==> src/rtl/fifo_sync_param.sv <==
// fifo_sync_param: parameterised single-clock FIFO.
//  Generic width/depth, concurrent read+write, occupancy count,
//  almost-full/almost-empty thresholds, sticky overflow/underflow,
//  synchronous flush and an optional first-word-fall-through read port.
// Ports:
//  clk, rst_n          clock, async active-low reset
//  clr                 sync flush (pointers, count, dataout, errors)
//  we, datain          write request / data
//  re, dataout         read request / data (FWFT=0: 1-cycle latency)
//  full, empty         occupancy == DEPTH / == 0
//  almost_full/empty   count >= AF_LEVEL / count <= AE_LEVEL
//  count               occupancy 0..DEPTH
//  overflow/underflow  sticky: write while full / read while empty
module fifo_sync_param #(
  parameter int DATA_WIDTH = 8,
  parameter int DEPTH      = 16,
  parameter int ADDR_WIDTH = 4,
  parameter int AF_LEVEL   = 12,
  parameter int AE_LEVEL   = 4,
  parameter int FWFT       = 0
) (
  input  logic                  clk,
  input  logic                  rst_n,
  input  logic                  clr,
  input  logic                  we,
  input  logic [DATA_WIDTH-1:0] datain,
  input  logic                  re,
  output logic [DATA_WIDTH-1:0] dataout,
  output logic                  full,
  output logic                  empty,
  output logic                  almost_full,
  output logic                  almost_empty,
  output logic [ADDR_WIDTH:0]   count,
  output logic                  overflow,
  output logic                  underflow
);

  localparam logic [ADDR_WIDTH:0] ONE  = {{ADDR_WIDTH{1'b0}}, 1'b1};
  localparam logic [ADDR_WIDTH:0] AF_L = (ADDR_WIDTH+1)'(AF_LEVEL);
  localparam logic [ADDR_WIDTH:0] AE_L = (ADDR_WIDTH+1)'(AE_LEVEL);

  logic [DATA_WIDTH-1:0] mem [DEPTH];
  logic [ADDR_WIDTH:0]   wr_ptr, rd_ptr, count_q;
  logic                  ovf_q, udf_q;
  logic                  wr_ok, rd_ok;

  // Pointers carry an extra wrap bit so full and empty are distinguishable.
  assign empty = (wr_ptr == rd_ptr);
  assign full  = (wr_ptr[ADDR_WIDTH] != rd_ptr[ADDR_WIDTH]) &&
                 (wr_ptr[ADDR_WIDTH-1:0] == rd_ptr[ADDR_WIDTH-1:0]);

  assign wr_ok = we & ~full;
  assign rd_ok = re & ~empty;

  assign count        = count_q;
  assign almost_full  = (count_q >= AF_L);
  assign almost_empty = (count_q <= AE_L);
  assign overflow     = ovf_q;
  assign underflow    = udf_q;

  always_ff @(posedge clk or negedge rst_n) begin
    if (!rst_n) begin
      wr_ptr  <= '0;
      rd_ptr  <= '0;
      count_q <= '0;
      ovf_q   <= 1'b0;
      udf_q   <= 1'b0;
    end else if (clr) begin
      wr_ptr  <= '0;
      rd_ptr  <= '0;
      count_q <= '0;
      ovf_q   <= 1'b0;
      udf_q   <= 1'b0;
    end else begin
      if (wr_ok) wr_ptr <= wr_ptr + ONE;
      if (rd_ok) rd_ptr <= rd_ptr + ONE;
      case ({wr_ok, rd_ok})
        2'b10:   count_q <= count_q + ONE;
        2'b01:   count_q <= count_q - ONE;
        default: count_q <= count_q;
      endcase
      if (we && full)  ovf_q <= 1'b1;
      if (re && empty) udf_q <= 1'b1;
    end
  end

  // Storage is not reset; rst_n gates the write so a write racing reset is dropped.
  always_ff @(posedge clk) begin
    if (wr_ok && !clr && rst_n) mem[wr_ptr[ADDR_WIDTH-1:0]] <= datain;
  end

  generate
    if (FWFT != 0) begin : g_fwft
      // Head word is visible without a request; empty forces zero.
      assign dataout = empty ? '0 : mem[rd_ptr[ADDR_WIDTH-1:0]];
    end else begin : g_reg
      logic [DATA_WIDTH-1:0] dout_q;
      always_ff @(posedge clk or negedge rst_n) begin
        if (!rst_n)     dout_q <= '0;
        else if (clr)   dout_q <= '0;
        else if (rd_ok) dout_q <= mem[rd_ptr[ADDR_WIDTH-1:0]];
      end
      assign dataout = dout_q;
    end
  endgenerate

endmodule
==> config.mk <==
export PLATFORM = sky130hd
export DESIGN_NAME = fifo_sync_param
export DESIGN_NICKNAME = d
export VERILOG_FILES = /design/src/rtl/fifo_sync_param.sv
export SDC_FILE = /design/constraint.sdc
export NUM_CORES = 1
export LEC_CHECK = 0
export ABC_AREA = 1
export BUFFER_PORTS_ARGS = -buffer_cell sky130_fd_sc_hd__buf_2
export CAP_MARGIN = 20
export CORE_MARGIN = 2
export CORE_UTILIZATION = 60
export DETAILED_ROUTE_END_ITERATION = 7
export PLACE_DENSITY_LB_ADDON = 0.2
export SYNTH_ARGS = -nofsm -noshare
export SYNTH_HDL_FRONTEND = slang
export SYNTH_SLANG_ARGS = --single-unit
==> constraint.sdc <==
create_clock -name clk -period 3.1 [get_ports clk]
set_clock_uncertainty 0.05 [all_clocks]
set_input_delay 0.465 -clock clk [delete_from_list [all_inputs] [get_ports clk]]
set_output_delay 0.465 -clock clk [all_outputs]
set_load 0.05 [all_outputs]
# ---- After elaboration in Yosys (flattened, before gate mapping)
# Memory sizes are Yosys's and may differ from the RTL's.
# Index checks and enable logic that the tools add are counted.
dict set report word_totals {
  reg_bits 25
  mem_bits_rw 128
  in_bits 13
  output_inout_bits 19
  elab_cells 47
  n_memories 1
}
dict set report classes {
  n_addsub 4
  magnitude_cmp 2
  n_eq_ne 5
  mux 14
  n_bitwise 4
  reduce_logical 11
}
# name words word_bits rd rd_clocked_by_memory_dff write_ports line
set mem_list {}
lappend mem_list {mem 16 8 1 0 1 42} ;# logic [DATA_WIDTH-1:0] mem [DEPTH];
# op n
set op_table {}
lappend op_table {{5-bit 2-to-1 mux} 5}
lappend op_table {{8-bit 2-to-1 mux} 2}
lappend op_table {{5-bit by 1-bit adder with 5-bit output, second input constant} 3}
lappend op_table {{5-bit case mux with 2 select lines} 1}
lappend op_table {{2-bit nonzero test} 4}
lappend op_table {{1-bit 2-to-1 mux} 6}
lappend op_table {{5-bit == test} 1}
lappend op_table {{5-bit by 4-bit greater-or-equal comparator with 1-bit output, second input constant} 1}
lappend op_table {{5-bit by 3-bit less-or-equal comparator with 1-bit output, second input constant} 1}
lappend op_table {{1-bit logical AND} 5}
lappend op_table {{5-bit by 1-bit subtractor with 5-bit output, second input constant} 1}
lappend op_table {{4-bit == test} 1}
lappend op_table {{3-bit nonzero test} 1}
lappend op_table {{1-bit AND} 2}
lappend op_table {{2-bit by 1-bit == test with 1-bit output, second input constant} 1}
lappend op_table {{2-bit == test, second input constant} 1}
lappend op_table {{1-bit inverter} 2}
lappend op_table {{1-bit logical NOT} 1}
lappend op_table {{1-bit != test} 1}

# ---- Longest topological paths before layout
# Gate-level depths: netlist of the first run.
dict set report depth {
  depth_word 8
  depth_mapped 20
  ltp_nobuf 19
}

# ---- Worst setup path after synthesis of the first run
# OpenSTA, ideal clock, no wires.
dict set report synth_path {
  path_type {register -> output}
  start {register count_q[2] (netlist: count[2])}
  end {output almost_empty}
  t_arrival_ns 1.859
  t_required_ns 2.585
  path_slack_ns 0.726
  stages_incl_launch_ff 4
  path_buffers 0
  path_cell_list {dfrtp_1 -> inv_1 -> a21oi_1 -> nor3_1}
}
dict set report synth_via {
  elab_chain_len 1
}
# item line
set synth_lines {}
lappend synth_lines {{from (decl)} 43} ;# logic [ADDR_WIDTH:0] wr_ptr, rd_ptr, count_q;
lappend synth_lines {{from (signal assigned)} 78} ;# 2'b10: count_q <= count_q + ONE;
lappend synth_lines {{from (signal assigned)} 79} ;# 2'b01: count_q <= count_q - ONE;
lappend synth_lines {{from (signal assigned)} 80} ;# default: count_q <= count_q;
lappend synth_lines {{5-bit by 3-bit less-or-equal comparator with 1-bit output} 57} ;# assign almost_empty = (count_q <= AE_L);
lappend synth_lines {{to (decl)} 32} ;# output logic almost_empty,
# No other way between the ends.

# ---- Worst setup path in the final report of the first run
dict set report layout_path {
  start {register rd_ptr[2]}
  end {output full}
}
dict set report layout_via {
  elab_chain_len 2
}
# item line
set layout_lines {}
lappend layout_lines {{from (decl)} 43}
lappend layout_lines {{from (signal assigned)} 76} ;# if (rd_ok) rd_ptr <= rd_ptr + ONE;
lappend layout_lines {{4-bit == test} 50} ;# (wr_ptr[ADDR_WIDTH-1:0] == rd_ptr[ADDR_WIDTH-1:0]);
lappend layout_lines {{1-bit logical AND} 49} ;# assign full = (wr_ptr[ADDR_WIDTH] != rd_ptr[ADDR_WIDTH]) &&
lappend layout_lines {{to (decl)} 29} ;# output logic full,
# No other way between the ends.

==> results of run 1 <==
cells in the mapped netlist, drive strengths merged (3+ instances only):
library cell	count
ha	7
nor2	93
o211ai	3
o221ai	13
inv	29
a21oi	5
o22ai	20
nand3	31
clkbuf	22
nand2	88
edfxtp	128
nor3	6
o21ai	77
buf	4
dfrtp	25
cell usage in the layout, fill, tap and decap left out, drive strengths merged, types with 4 or more instances in the layout:
cell type	count
ha	7
nor2	93
a21oi	5
o221ai	13
edfxtp	128
nand3	31
nand2	88
o22ai	20
o21ai	77
clkinvlp	4
inv	30
nor3	6
buf	53
clkbuf	18
dfrtp	25
clkinv	5
worst paths after layout:
path | to | startpoint | depth (start not counted) | slack [ns]
setup / recovery | full | rd_ptr[2]$_DFFE_PN0P_ | 7 | 0.30
min in group asynchronous | rd_ptr[2]$_DFFE_PN0P_ | rst_n | 3 | 0.46
hold / removal | overflow$_DFFE_PN0P_ | clr | 2 | 0.18
setup reg to reg | count[4]$_DFFE_PN0P_ | rd_ptr[2]$_DFFE_PN0P_ | 17 | 0.34
hold reg to reg | overflow$_DFFE_PN0P_ | overflow$_DFFE_PN0P_ | 2 | 0.45
max in group asynchronous | rd_ptr[0]$_DFFE_PN0P_ | rst_n | 3 | 2.27
through the flow:
stage	util (%)	hold slack [ns]	cells	area (sq um)
2_1_floorplan	-	0.119	558	6430
3_3_place_gp	65.8	0.426	721	6820
3_5_place_dp	65.8	0.441	721	6820
4_1_cts	71.4	0.153	753	7400
5_1_grt	71.4	0.188	753	7400
6_report	71.4	0.176	753	7400
routing by layer:
layer  global-route usage (%)  up-vias
met4                     11.7        0
li1                         -     2085
met2                     42.4      251
met3                     7.75       33
met5                        0        -
met1                     37.3     2180
state kept, by name, indices dropped and copies added (netlist names):
name / flops
underflow: 1
rd_ptr: 5
dataout: 8
count: 5
mem: 128
wr_ptr: 5
overflow: 1
worst register-to-register path: stages (launching register included):
cell,delay (ns)
dfrtp_1,0.72
inv_2,0.21
nand2_1,0.11
nand2_1,0.07
nor2_2,0.15
nand3_2,0.11
nand2_4,0.18
inv_2,0.09
nand2_4,0.10
inv_1,0.06
ha_1,0.31
inv_1,0.07
o21bai_1,0.14
inv_1,0.06
nand2_1,0.06
nand2_1,0.05
nand3_1,0.06
nand2_1,0.05
timing repair:
item	in CTS	in global routing
hold endpoints to repair	25	0
setup buffers	0	0
hold buffers	1	0
logic make-up (layout without fill, tap and decap cells):
family / after synthesis / count (layout) / synth area share (%)
flops: 153 / 153 / 69.5
simple gates: 221 / 221 / 14.9
xor+xnor: 3 / 3 / 0.409
buf+inv: 55 / 114 / 3.33
compound gates: 119 / 119 / 10.6
fa+ha+maj: 7 / 7 / 1.36
final cells by class:
type | instances | share of cell area (%)
flip-flops and latches | 153 | 60.4
inverters | 29 | 1.47
well taps | 136 | 2.30
clock inverters | 13 | 2.08
multi-input cells | 350 | 23.6
clock buffers | 18 | 5.65
repair buffers | 54 | 4.46
power by group:
group | internal (mW) | switching (mW)
sequential | 2.27 | 0.0347
combinational | 0.170 | 0.516
clock | 1.21 | 0.793
==> impl_metrics.json, run 1 <==
{
  "slew_headroom_pct": 49.5,
  "routabilityCongestion": 1.01,
  "coreArea_sq_um": 10400,
  "worst_slack_ns": 0.295,
  "cts.clk_slew.worst_paths_ns": 0.06,
  "fp.dieH_um": 108,
  "highest_layer": "met4",
  "cts_inserted_buffers": 17,
  "drive_gt1_share_pct": 16.9,
  "syn_to_final_growth_pct": 15.1,
  "clockBufferDepth": 2,
  "syn_area_sq_um": 6430,
  "grt_usage_pct": 27.6,
  "htree_num_levels": 4,
  "crit_path_max_incr_delay_ns": 0.72,
  "wire_per_inst_um": 19.6,
  "multi_input_area_sq_um": 1750,
  "nNetsFinal": 625,
  "critPathBufInv": 3,
  "dp_hpwl_mm": 9.24,
  "firstDrtPassIters": 5,
  "min_period_over_period_pct": 90.5,
  "num_io_pins": 32,
  "tightest_slew_ns": 0.755,
  "routed_wl_mm": 14.7,
  "finalMaxSlewViolations": 0,
  "cp-start-kind": "flip-flop",
  "grt_start_max_net_pins": 67,
  "ys_seq_area_share_pct": 69.5,
  "post-route-drc-count": 0,
  "dieArea_sq_um": 11600,
  "path_max_fanout": 16,
  "grt_pass1_vias": 4289,
  "yosysTopAreaCell": "edfxtp_1",
  "p_leak_nw": 2.83,
  "syn_inst": 558,
  "worst_setup_path_end_kind": "output port",
  "crit_path_top_delay_cell": "dfrtp_1",
  "antenna_found_initial": 0,
  "wl_met2_mm": 7.02,
  "hold_path_class": "in2reg",
  "cts-resized-gates": 0,
  "ant_nets": 0,
  "setup_viol": 0,
  "setup_tns_ns": 0,
  "netlist.area_leader.share_pct": 59.8,
  "fin_total_pwr_mw": 5.00,
  "ir_worst_vdd_mv": 0.665,
  "p_per_area_nw_per_um2": 675,
  "fmax_mhz": 357,
  "status": "finished clean",
  "route.met3.wl_mm": 1.31,
  "synth_nets": 578,
  "hold_viol_final": 0,
  "dp_slack_ns": 0.390,
  "synth.area.top_cells": "edfxtp_1 60%, dfrtp_1 9.7%, o21ai_0 5.8%, nor2_1 5.3%, nand2_1 4.7%",
  "synth_edf_count": 128,
  "initial_core_util_pct": 62.0,
  "cp.arrival_ns": 2.29,
  "synth_seq_cells": 153,
  "root_buffer": "clkbuf_8",
  "crit_path_frequent_cell": "nand2_1",
  "cts_tree": "yes",
  "rsz0062_at_grt": "false",
  "grt_pass1_wl_mm": 23.3,
  "critPathRequiredTime_ns": 2.58,
  "ys_types": 29,
  "drt_iter0_drc": 500,
  "yosysWarnings": 0,
  "antenna_cells": 0,
  "cts.sinks": 153,
  "async_flop_share_pct": 16.3,
  "n_fill_cell": 711,
  "wl_met1_mm": 6.04,
  "worstSetupPathType": "reg2out",
  "routed_via_density": 6.04,
  "seq_area_sq_um": 4470,
  "die_w_um": 108,
  "cp_cell_sequence": "inv_2 -> nand2_1 -> nand2_1 -> nor2_2 -> nand3b_2 -> inv_1 -> buf_2",
  "clock_latency_ns": 0.54,
  "grt_overflow": 0,
  "rows": 37,
  "cap_violations": 0,
  "synth_ff_type": "edfxtp_1",
  "synth.avg_cell_area_sq_um": 11.5,
  "portBuffers": 31,
  "critPathTopFamily": "flip-flops",
  "fin_crit_ns": 2.80,
  "vias": 4549
}
Power figures use the tool's default switching activity.
==> inputs of run 2 (changes only) <==
- CTS_BUF_LIST: default -> sky130_fd_sc_hd__clkbuf_2
==> run 2 against run 1 <==
- hold slack worse by 0.11 ns
- wire length shrank 2.9%
- flip-flop and latch count is the same
- count of clock-buffer cells in the layout unchanged
- clock power fell by 44%
- utilization decreased by 2.9 points
- maximum frequency decreased by 0.52%
- setup slack got worse by 0.015 ns
- final area shrank 4.0%
- register-to-register slack improved by 0.18 ns
- combinational power barely moved
==> impl_metrics.json, run 2 (synthesis results as in run 1) <==
{
  "status": "finished clean",
  "rsz0062_at_grt": "false",
  "die_w_um": 108,
  "dieArea_sq_um": 11600,
  "fp.dieH_um": 108,
  "post-route-drc-count": 0,
  "root_buffer": "clkbuf_2",
  "drt_iter0_drc": 444,
  "slew_headroom_pct": 51.3,
  "crit_path_max_incr_delay_ns": 0.63,
  "setup_tns_ns": 0,
  "worst_setup_path_end_kind": "output port",
  "tightest_slew_ns": 0.728,
  "antenna_cells": 0,
  "routed_wl_mm": 14.3,
  "critPathBufInv": 3,
  "clock_latency_ns": 0.70,
  "initial_core_util_pct": 62.0,
  "cts_inserted_buffers": 17,
  "layout.cells.non_filler": 756,
  "grt_overflow": 0,
  "layout.cells.most_common": "edfxtp_1",
  "syn_to_final_growth_pct": 10.4,
  "drive_gt1_share_pct": 17.1,
  "p_leak_nw": 2.71,
  "finalMaxSlewViolations": 0,
  "n_fill_cell": 773,
  "cap_violations": 0,
  "cp.arrival_ns": 2.30,
  "grt_usage_pct": 26.9,
  "grt_pass1_wl_mm": 22.8,
  "routabilityCongestion": 1.01,
  "postCtsSetupRepairBufs": 0,
  "cts_tree": "yes",
  "crit_path_frequent_cell": "nand2_1",
  "num_io_pins": 32,
  "critPathRequiredTime_ns": 2.58,
  "critPathTopFamily": "flip-flops",
  "fin_crit_ns": 2.82,
  "worstSetupPathType": "reg2out",
  "portBuffers": 31,
  "rows": 37,
  "cts.clk_slew.worst_paths_ns": 0.21,
  "hold_viol_final": 0,
  "crit_path_top_delay_cell": "dfrtp_2",
  "routed_via_density": 5.91,
  "hold_path_class": "in2reg",
  "numPlacedInstances": 721,
  "grt_start_max_net_pins": 67,
  "fmax_mhz": 355,
  "layout_common_cells": "128 x edfxtp_1, 90 x nor2_1, 80 x nand2_1, 75 x o21ai_0, 31 x buf_2",
  "coreArea_sq_um": 10400,
  "placed_area_sq_um": 6820,
  "wire_per_inst_um": 18.9,
  "p_per_area_nw_per_um2": 578,
  "vias": 4470,
  "htree_num_levels": 4,
  "grt_pass1_vias": 4235,
  "clockBufferDepth": 2,
  "firstDrtPassIters": 5,
  "path_max_fanout": 16,
  "setup_viol": 0,
  "ant_nets": 0,
  "cts.sinks": 153,
  "antenna_found_initial": 0,
  "largest_reg_flops": 128,
  "ir_worst_vdd_mv": 0.469,
  "nNetsFinal": 628,
  "min_period_over_period_pct": 91.0,
  "cp_cell_sequence": "inv_2 -> nand2_1 -> nand2_1 -> nor2_2 -> nand3b_2 -> inv_1 -> buf_2",
  "final_area_sq_um": 7100,
  "cp-start-kind": "flip-flop",
  "dp_hpwl_mm": 9.24
}
-- run 2: worst reg2reg max path, delay by kind of cell (launching register included) --
family	cells	cell delay, ns
adders and majority gates	1	0.32
DFF	1	0.63
buffers and inverters	5	0.45
and+or+nand+nor	10	0.91
AOI/OAI and AO/OA	1	0.14
-- run 2: power breakdown --
group | leakage (nW) | internal, mW | switching, mW | total, mW
registers | 1.49 | 2.27 | 0.0345 | 2.30
logic | 1.09 | 0.172 | 0.512 | 0.684
clock network | 0.135 | 0.441 | 0.676 | 1.12
total | 2.71 | 2.88 | 1.22 | 4.10
-- run 2: path summary, 6_finish.rpt --
kind	from	endpoint	slack [ns]	cells past startpoint
max in group asynchronous	rst_n	rd_ptr[0]$_DFFE_PN0P_	2.48	3
setup reg to reg	rd_ptr[2]$_DFFE_PN0P_	count[4]$_DFFE_PN0P_	0.52	17
hold / removal	datain[7]	mem[2][7]$_DFFE_PP_	0.07	1
hold reg to reg	dataout[6]$_DFFE_PN0P_	dataout[6]$_DFFE_PN0P_	0.49	2
setup / recovery	rd_ptr[2]$_DFFE_PN0P_	full	0.28	7
min in group asynchronous	rst_n	rd_ptr[2]$_DFFE_PN0P_	0.25	3
-- run 2: final cells by class --
| class | instances | area [sq um] | area share (%) |
|---|---|---|---|
| well taps | 136 | 170 | 2.40 |
| inverters | 29 | 109 | 1.53 |
| flip-flops and latches | 153 | 4470 | 62.9 |
| clock inverters | 13 | 154 | 2.17 |
| multi-input cells | 350 | 1750 | 24.6 |
| clock buffers | 18 | 90.1 | 1.27 |
| repair buffers | 57 | 360 | 5.07 |
-- run 2: metal layers --
layer  wire length (um)  part of all wire (%)  GRT usage, %  vias up
li1                   -                     -             -     2085
met1               5880                    41          36.4     2121
met2               6840                    48          42.1      235
met3               1260                   8.8          6.54       29
met4                336                   2.3          11.2        0
met5                  0                     0             0        -
-- run 2: what timing repair did --
action | in CTS | in global routing
resized for setup | 0 | 1
endpoints found under the hold margin | 28 | 0
setup endpoints to repair | 0 | 2
hold buffers | 4 | 0
-- run 2: stage by stage --
step / hold slack, ns / power, mW / setup WS [ns] / util, %
after floorplan: 0.119 / 2.82 / 0.726 / -
after global placement: 0.426 / 3.00 / 0.485 / 65.8
after detailed placement: 0.441 / 3.02 / 0.390 / 65.8
after CTS: 0.00556 / 4.12 / 0.0363 / 68.5
after global routing: 0.00523 / 4.26 / 0.129 / 68.5
final: 0.0688 / 4.10 / 0.280 / 68.5
==> inputs of run 3 (changes only) <==
- HOLD_SLACK_MARGIN: default -> 0.15
- PLACE_DENSITY: default -> 0.78
- PLACE_DENSITY_LB_ADDON: 0.2 -> default
- clock period: 3.1 -> 3.05 ns (I/O delays scaled with it)
==> run 3 against run 2 <==
- count of clock-buffer cells in the layout unchanged
- clock power about the same
- critical path depth unchanged
- setup slack better by 0.14 ns
- final area up 1.3%
- final cell count up 1.5%
- critical endpoint is now empty
- highest routed layer unchanged
==> impl_metrics.json, run 3 (synthesis results as in run 1) <==
{
  "status": "finished clean",
  "postCtsSetupRepairBufs": 0,
  "initial_core_util_pct": 62.0,
  "antenna_cells": 0,
  "grt_start_max_net_pins": 67,
  "p_per_area_nw_per_um2": 576,
  "firstDrtPassIters": 7,
  "worst_setup_path_end_kind": "output port",
  "grt_pass1_wl_mm": 22.7,
  "ir_worst_vdd_mv": 0.456,
  "rsz0062_at_grt": "false",
  "hold_viol_final": 0,
  "rows": 37,
  "worst_slack_ns": 0.421,
  "largest_reg_flops": 128,
  "cts.sinks": 153,
  "p_leak_nw": 2.77,
  "nNetsFinal": 639,
  "clockBufferDepth": 2,
  "cp.arrival_ns": 2.12,
  "cts_tree": "yes",
  "dp_slack_ns": 0.690,
  "tightest_slew_ns": 0.666,
  "fin_crit_ns": 2.63,
  "r2r_cells": 17,
  "vias": 4541,
  "post-route-drc-count": 0,
  "cap_violations": 0,
  "coreArea_sq_um": 10400,
  "placed_area_sq_um": 6830,
  "setup_viol": 0,
  "cts_hold_buf": 13,
  "cts.clk_slew.worst_paths_ns": 0.21,
  "root_buffer": "clkbuf_2",
  "die_w_um": 108,
  "path_max_fanout": 14,
  "grt_pass1_vias": 4379,
  "hold_path_class": "in2async",
  "drt_iter0_drc": 550,
  "wire_per_inst_um": 18.6,
  "worstSetupPathType": "reg2out",
  "routed_wl_mm": 14.3,
  "finalMaxSlewViolations": 0,
  "syn_to_final_growth_pct": 11.9,
  "clock_latency_ns": 0.73,
  "layout_common_cells": "128 x edfxtp_1, 90 x nor2_1, 80 x nand2_1, 75 x o21ai_0, 31 x buf_2",
  "dieArea_sq_um": 11600,
  "layout.cells.most_common": "edfxtp_1",
  "worst_r2r_endpoint": "count[4]$_DFFE_PN0P_",
  "dp_hpwl_mm": 9.22,
  "antenna_found_initial": 0,
  "fmax_mhz": 380,
  "num_io_pins": 32,
  "r2r_start": "rd_ptr[1]$_DFFE_PN0P_",
  "setup_tns_ns": 0,
  "critPathRequiredTime_ns": 2.54,
  "htree_num_levels": 4,
  "grt_overflow": 0,
  "fp.dieH_um": 108,
  "n_fill_cell": 749,
  "final_area_sq_um": 7200,
  "routabilityCongestion": 0.965,
  "cts_inserted_buffers": 17,
  "routed_via_density": 5.92,
  "min_period_over_period_pct": 86.2,
  "portBuffers": 31,
  "drive_gt1_share_pct": 17.1,
  "grt_usage_pct": 26.7,
  "slew_headroom_pct": 55.6,
  "ant_nets": 0,
  "cp-start-kind": "flip-flop",
  "cts-resized-gates": 0,
  "r2r_slack_ns": 0.66
}
[run 3: cell count changes in the layout (fill, tap and decap cells not counted)]
cell and change:
clkinvlp_4 -3, clkinv_4 +1, dlygate4sd3_1 +9, dfrtp_1 +1
inv_6 +4, dfrtp_2 -1, buf_4 +2, clkinv_1 -1
bufinv_16 -1
[run 3: how the worst max path moves through the flow]
stage / startpoint / end / slack, ns
2_1_floorplan: count[2]$_DFFE_PN0P_ / almost_empty / 0.68
3_3_place_gp: rd_ptr[1]$_DFFE_PN0P_ / count[4]$_DFFE_PN0P_ / 0.77
3_5_place_dp: rd_ptr[1]$_DFFE_PN0P_ / count[4]$_DFFE_PN0P_ / 0.69
4_1_cts: rd_ptr[1]$_DFFE_PN0P_ / full / 0.38
5_1_grt: rd_ptr[1]$_DFFE_PN0P_ / full / 0.26
6_report: rd_ptr[1]$_DFFE_PN0P_ / empty / 0.42
[run 3: metrics by stage]
stage | hold slack, ns | power [mW] | std cells | util (%)
floorplan | 0.112 | 2.87 | 558 | -
global placement | 0.424 | 3.05 | 723 | 65.9
detailed placement | 0.438 | 3.07 | 723 | 65.9
CTS | 0.182 | 4.16 | 767 | 69.4
global route | 0.222 | 4.31 | 767 | 69.4
finish | 0.220 | 4.15 | 767 | 69.4
[run 3: critical path: stages (launching register included)]
cell and delay, ns:
dfrtp_1 0.63, inv_2 0.07, nand2_2 0.07, nand2_2 0.06
nor2_4 0.10, nand3_2 0.12, inv_1 0.10, buf_2 0.26
[run 3: per-layer routing]
metal | global-route usage (%) | part of all wire (%) | up-vias
li1 | - | - | 2107
met1 | 35.6 | 40 | 2152
met2 | 42.1 | 48 | 247
met3 | 6.60 | 8.9 | 35
met4 | 11.4 | 2.9 | 0
met5 | 0 | 0 | -
[run 3: cell type report]
class | instances | area (sq um) | share of cell area, %
clock buffer | 18 | 90.1 | 1.25
clock inverter | 13 | 141 | 1.96
tap | 136 | 170 | 2.36
timing repair buffer | 68 | 465 | 6.47
sequential | 153 | 4470 | 62.1
multi-input combinational | 350 | 1750 | 24.3
inverter | 29 | 109 | 1.51
[run 3: power by group]
part | switching [mW] | leakage [nW] | total, mW | internal (mW)
Sequential | 0.0396 | 1.49 | 2.34 | 2.30
Clock | 0.716 | 0.141 | 1.10 | 0.384
Combinational | 0.516 | 1.13 | 0.703 | 0.187
Total | 1.27 | 2.77 | 4.15 | 2.88
